**src/rtl/sync_fifo_flags.sv**
```systemverilog
// sync_fifo_flags: single-clock FIFO with arbitrary depth, occupancy count, threshold flags,
// overflow/underflow pulses and selectable first-word-fall-through read.
module sync_fifo_flags #(
    parameter int D_WIDTH  = 8,
    parameter int DEPTH    = 16,
    parameter int AF_LEVEL = 14,
    parameter int AE_LEVEL = 2,
    parameter int FWFT     = 0,
    localparam int A_W     = $clog2(DEPTH),
    localparam int C_W     = $clog2(DEPTH + 1)
) (
    input  logic               clk,
    input  logic               rst,
    input  logic               wr_en,
    input  logic [D_WIDTH-1:0] data_in,
    input  logic               rd_en,
    output logic [D_WIDTH-1:0] data_out,
    output logic               fifo_full,
    output logic               fifo_empty,
    output logic               almost_full,
    output logic               almost_empty,
    output logic [C_W-1:0]     count,
    output logic               overflow,
    output logic               underflow
);
    localparam logic [A_W-1:0] LAST   = A_W'(DEPTH - 1);
    localparam logic [C_W-1:0] FULL_C = C_W'(DEPTH);
    localparam logic [C_W-1:0] AF_C   = C_W'(AF_LEVEL);
    localparam logic [C_W-1:0] AE_C   = C_W'(AE_LEVEL);
    logic [D_WIDTH-1:0] mem [DEPTH];
    logic [A_W-1:0]     wr_ptr, rd_ptr;
    logic               wr_acc, rd_acc;
    // Status is decoded from the registered count only, so no input reaches a flag combinationally.
    assign fifo_full    = count == FULL_C;
    assign fifo_empty   = count == '0;
    assign almost_full  = count >= AF_C;
    assign almost_empty = count <= AE_C;
    assign wr_acc       = wr_en & ~fifo_full;
    assign rd_acc       = rd_en & ~fifo_empty;
    always_ff @(posedge clk)
        if (wr_acc & ~rst) mem[wr_ptr] <= data_in;
    always_ff @(posedge clk) begin
        if (rst) begin
            wr_ptr    <= '0;
            rd_ptr    <= '0;
            count     <= '0;
            overflow  <= 1'b0;
            underflow <= 1'b0;
        end else begin
            if (wr_acc) wr_ptr <= wr_ptr == LAST ? '0 : wr_ptr + A_W'(1);
            if (rd_acc) rd_ptr <= rd_ptr == LAST ? '0 : rd_ptr + A_W'(1);
            if (wr_acc != rd_acc) count <= wr_acc ? count + C_W'(1) : count - C_W'(1);
            overflow  <= wr_en & fifo_full;
            underflow <= rd_en & fifo_empty;
        end
    end
    if (FWFT != 0) begin : g_fwft
        assign data_out = mem[rd_ptr];
    end else begin : g_std
        always_ff @(posedge clk)
            if (rst) data_out <= '0;
            else if (rd_acc) data_out <= mem[rd_ptr];
    end
endmodule
```
**config.mk**
```make
export PLATFORM = sky130hd
export DESIGN_NAME = sync_fifo_flags
export DESIGN_NICKNAME = d
export VERILOG_FILES = /design/src/rtl/sync_fifo_flags.sv
export SDC_FILE = /design/constraint.sdc
export NUM_CORES = 1
export LEC_CHECK = 0
export CAP_MARGIN = 15
export CORE_MARGIN = 2
export CORE_UTILIZATION = 62
export CTS_BUF_LIST = sky130_fd_sc_hd__clkbuf_2 sky130_fd_sc_hd__clkbuf_4 sky130_fd_sc_hd__clkbuf_8
export CTS_CLUSTER_SIZE = 20
export DETAILED_ROUTE_END_ITERATION = 8
export GPL_TIMING_DRIVEN = 1
export PLACE_DENSITY_LB_ADDON = 0.08
export SYNTH_ARGS = -nofsm -noshare
export SYNTH_HDL_FRONTEND = slang
export SYNTH_SLANG_ARGS = --single-unit
```
**constraint.sdc**
```tcl
create_clock -name clk -period 3.7 [get_ports clk]
set_input_delay 0.74 -clock clk [delete_from_list [all_inputs] [get_ports clk]]
set_output_delay 0.74 -clock clk [all_outputs]
set_load 0.005 [all_outputs]
```
==> impl_metrics.ini, run 1 <==
[status]
run_status = completed

[yosys]
async_flop_share = 0
synth_seq_cells = 151
ys.flop_type = edfxtp_1
syn_nets = 375
synth_enable_flop_cells = 128
synth_cell_types = 40
netlist_area_mm2 = 0.00599
yosysSeqAreaShare = 0.718
syn_inst = 353
avgSynthCellArea_um2 = 17.0
yosys_warnings = 0

[route]
drt_iter0_markers = 418
postRouteWirelength_mm = 12.0
wire_per_inst_um = 22.2
drc = 0
antenna_left = 0
firstDrtPassIters = 6
dr_total_vias = 3361
viasPerCell = 6.24

[job]
maxCapViolations = 0

[critical_path]
cp_cell_sequence = or4_1, nor2_1, clkdlybuf4s50_1
crit_path_start_kind = flip-flop
path_max_fanout = 7
slowest_stage = or4_1
required_ps = 2960
end_kind = primary output
max_stage_delay_ps = 680
crit_type = reg2out
worstPathArrival_ps = 2140

[clocking]
cts_setup_buffers = 0
path_clk_slew_ps = 80
cts-hold-fix-buffers = 0
cts_resized = 0
cts_inserted_buffers = 17
cts_tree = built
ctsLongestPathBuffers = 2
clk_latency_ps = 440
h-tree-depth = 4
clock_sinks = 151
cts-root-buf = clkbuf_8

[final_layout]
area.sequential_mm2 = 0.00431
final_nets = 419
mostFrequentLayoutCell = edfxtp_1
multi_input_area_mm2 = 0.00159
areaGrowthSynthToFinish_pct = 14.2
nFillCells = 575
diodes = 0
stdcell_area_mm2 = 0.00684
final_cell_mix = edfxtp_1 (128), nor2_1 (32), clkdlybuf4s50_1 (30)
layout-drive-gt1-share = 0.176

[sta]
max_clock_freq_ghz = 0.347
timing.final.crit_share = 0.779
slew_headroom = 0.496
fin_tns_setup_ps = 0
setup_viol = 0
fin_skew_ps = 12.8
worst_slew_pin_slew_ps = 753
drv_slew = 0
finalHoldViolCount = 0
finalCriticalPeriod_ps = 2880
rsz0062_at_grt = false

[die]
rows = 35
dieHeight_um = 102
io_pins = 31
dieArea_mm2 = 0.0105
coreArea_mm2 = 0.00933
initial_core_util = 0.643
die_w_um = 102

[placement]
portBuffers = 30
dpl_cell_area_mm2 = 0.00648
globalplace.congestion = 0.909
dpl.hpwl_mm = 7.71

[global_route]
grt_pass1_vias = 3260
grt_first_pass_wirelength_mm = 18.6
grt_overflow = 0
antenna_found_initial = 0
grt_usage = 0.255
grt_start_max_net_pins = 24

[hold_path]
holdCritPathClass = reg2reg

[pwr]
p_per_area_mw_per_mm2 = 600
peakVddDrop_mv = 0.422
leakage_nw = 2.19
## area by class of cell
class	count	area share
clock buffers	17	0.0342
clock inverters	15	0.0186
inverters	6	0.00366
multi-input cells	178	0.233
flip-flops and latches	151	0.629
well taps	129	0.0236
repair buffers	43	0.0581
## synth_stat cells (all sizes together), types with 2 or more instances
cell type,count,share of area
a41oi,2,0.0029
mux4,24,0.090
clkbuf,12,0.0075
inv,6,0.0042
o21ai,2,0.0035
nand3,2,0.0017
dfxtp,23,0.077
a221oi,8,0.012
edfxtp,128,0.64
a211o,8,0.012
o21a,2,0.0025
mux2i,18,0.030
xnor2,2,0.0029
o22ai,8,0.0083
xor2,3,0.0044
buf,6,0.0046
nor2,32,0.020
nor3,17,0.015
ha,9,0.019
and2,2,0.0021
nand2,14,0.0088
or4,2,0.0031
a311oi,2,0.0029
a211oi,2,0.0025
nor2b,2,0.0021
nand2b,2,0.0021
a21oi,7,0.0058
## through the flow
step | utilization | setup WS (ps) | hold slack [ps] | power [mW] | cells
5_1_grt | 0.734 | 720 | 537 | 4.29 | 539
3_5_place_dp | 0.695 | 861 | 485 | 3.00 | 507
6_report | 0.734 | 819 | 508 | 4.11 | 539
4_1_cts | 0.734 | 784 | 509 | 4.14 | 539
3_3_place_gp | 0.695 | 889 | 480 | 2.98 | 507
2_1_floorplan | - | 1050 | 484 | 2.63 | 353
## sequential cells by signal (all words and copies together), names as in the netlist
signal / count
underflow: 1
mem: 128
count: 5
overflow: 1
wr_ptr: 4
data_out: 8
rd_ptr: 4
## metal layers
layer,track usage,share of wire
met1,0.369,0.41
met4,0.0985,0.017
met3,0.0575,0.098
met5,0,0
met2,0.388,0.48
## final timing paths
check             cells past startpoint           to  slack, ps         from
setup / recovery                      3   fifo_empty        820     count[0]
hold / removal                        2  data_out[1]        510  data_out[1]
setup reg to reg                      8     count[4]        860     count[0]
hold reg to reg                       2  data_out[1]        510  data_out[1]
## report_power, final
part	leakage [nW]	switching (mW)	total [mW]	internal (mW)
combinational	0.682	0.436	0.914	0.478
clock	0.168	0.621	1.15	0.531
sequential	1.34	0.111	2.04	1.93
total	2.19	1.17	4.11	2.94
## worst max-delay path, delay by kind of cell (launching register included)
family / cells / cell delay, ps
buf+inv: 1 / 510
flops: 1 / 370
simple gates: 2 / 820
## logic make-up (layout without fill, tap and decap cells)
| group | Yosys count | count (layout) | synth area share |
|---|---|---|---|
| compound gates | 44 | 44 | 0.0559 |
| xor+xnor | 5 | 5 | 0.00731 |
| fa+ha+maj | 10 | 10 | 0.0221 |
| buf+inv | 24 | 81 | 0.0163 |
| flops | 151 | 151 | 0.718 |
| mux | 42 | 42 | 0.120 |
| simple gates | 77 | 77 | 0.0601 |
Note: power is estimated with default switching activity, not from simulation.
==> run 2, diff against run 1 <==
==> constraint.sdc (replaced) <==
create_clock -name clk -period 2.9 [get_ports clk]
set_input_delay 0.58 -clock clk [delete_from_list [all_inputs] [get_ports clk]]
set_output_delay 0.58 -clock clk [all_outputs]
set_load 0.005 [all_outputs]
==> run 2 against run 1 <==
Against the previous run:
- non-clock buffer count increased by 13
- critical path depth up 5
- clock-buffer cell count up 2
- largest cell class unchanged
- worst setup slack worse by 690 ps
==> impl_metrics.ini, run 2 (synthesis gave the netlist of run 1 again) <==
[critical_path]
worstPathArrival_ps = 3130
path_max_fanout = 11
reg2regPathDepth = 8
crit_path_start_kind = flip-flop
end_kind = flip-flop
crit_type = reg2reg
crit_path_start = count[2]
r2r-start = count[2]
required_ps = 3260

[sta]
timing.final.crit_share = 0.955
fin_hold_ws_ps = 508
worst_slew_pin_slew_ps = 715
finalHoldViolCount = 0
max_clock_freq_ghz = 0.361
rsz0062_at_grt = false
fin_tns_setup_ps = 0
setup_viol = 0
finalCriticalPeriod_ps = 2770
drv_slew = 0
slew_headroom = 0.522
setup_ws_ps = 131
fin_skew_ps = 13.3

[hold_path]
hold_path_depth = 2
holdCritPathClass = reg2reg
hp-start = data_out[2]

[route]
drt_iter0_markers = 289
drc = 0
postRouteWirelength_mm = 12.0
dr_total_vias = 3348
wire_per_inst_um = 21.8
firstDrtPassIters = 5
antenna_left = 0
viasPerCell = 6.07

[die]
rows = 35
initial_core_util = 0.643
coreArea_mm2 = 0.00933
io_pins = 31
die_w_um = 102
dieArea_mm2 = 0.0105
dieHeight_um = 102

[placement]
globalplace.congestion = 0.899
portBuffers = 30
pre_cts_slack_ps = 147
dpl.hpwl_mm = 7.85

[pwr]
peakVddDrop_mv = 0.543
leakage_nw = 2.29
p_per_area_mw_per_mm2 = 776

[final_layout]
areaGrowthSynthToFinish_pct = 16.4
final_nets = 432
diodes = 0
top_register = mem
mostFrequentLayoutCell = edfxtp_1
nFillCells = 586
largest_reg_flops = 128
reg_top3 = mem x128, data_out x8, count x5
layout-drive-gt1-share = 0.208
final_cell_mix = edfxtp_1 (128), nor2_1 (32), clkdlybuf4s50_1 (30)

[clocking]
cts_inserted_buffers = 17
cts-hold-fix-buffers = 0
h-tree-depth = 4
path_clk_slew_ps = 90
cts-root-buf = clkbuf_8
clock_sinks = 151
cts_setup_buffers = 0
ctsLongestPathBuffers = 2
cts_tree = built
cts_resized = 0
clk_latency_ps = 440

[global_route]
antenna_found_initial = 0
grt_overflow = 0
grt_first_pass_wirelength_mm = 18.4
grt_start_max_net_pins = 31
grt_usage = 0.255
grt_pass1_vias = 3276

[status]
run_status = completed

[job]
maxCapViolations = 0
-- run 2: path summary, 6_finish.rpt --
check | end | slack, ps
hold / removal | data_out[2] | 510
setup / recovery | count[4] | 130
hold reg to reg | data_out[2] | 510
setup reg to reg | count[4] | 130
-- run 2: cell type report --
| type | instances | area (µm²) | share of cell area |
|---|---|---|---|
| Clock buffer | 19 | 262 | 0.0375 |
| Clock inverter | 13 | 138 | 0.0197 |
| Inverter | 6 | 25.0 | 0.00359 |
| Multi-Input combinational cell | 178 | 1590 | 0.228 |
| Sequential cell | 151 | 4310 | 0.617 |
| Tap cell | 129 | 161 | 0.0231 |
| Timing Repair Buffer | 56 | 495 | 0.0710 |
-- run 2: report_power, final --
part	total, mW	internal, mW	switching (mW)	leakage, nW
Combinational	1.27	0.652	0.619	0.751
Clock	1.58	0.751	0.826	0.200
Sequential	2.56	2.46	0.101	1.34
-- run 2: metal layers --
| metal | vias to the layer above | routed length [µm] | global-route usage |
|---|---|---|---|
| met5 | - | 0 | 0 |
| met4 | 0 | 316 | 0.114 |
| met3 | 26 | 810 | 0.0718 |
| met2 | 139 | 5920 | 0.389 |
| met1 | 1667 | 4970 | 0.350 |
| li1 | 1516 | - | - |
-- run 2: critical path, stage by stage (launching register included) --
cell and delay (ps):
dfxtp_1 380, or4_1 560, o21ai_4 360, ha_1 320
nor2b_1 150, o21a_1 170, or4_4 410, and3_1 190
nor3_2 140
-- run 2: through the flow --
stage                     area [µm²]  total power, mW  utilization  instances
after floorplan                 5990             3.36            -        353
after global placement          6580             3.84        0.705        520
after detailed placement        6580             3.88        0.705        520
after CTS                       6980             5.46        0.748        552
after global routing            6980             5.66        0.748        552
final                           6980             5.41        0.748        552
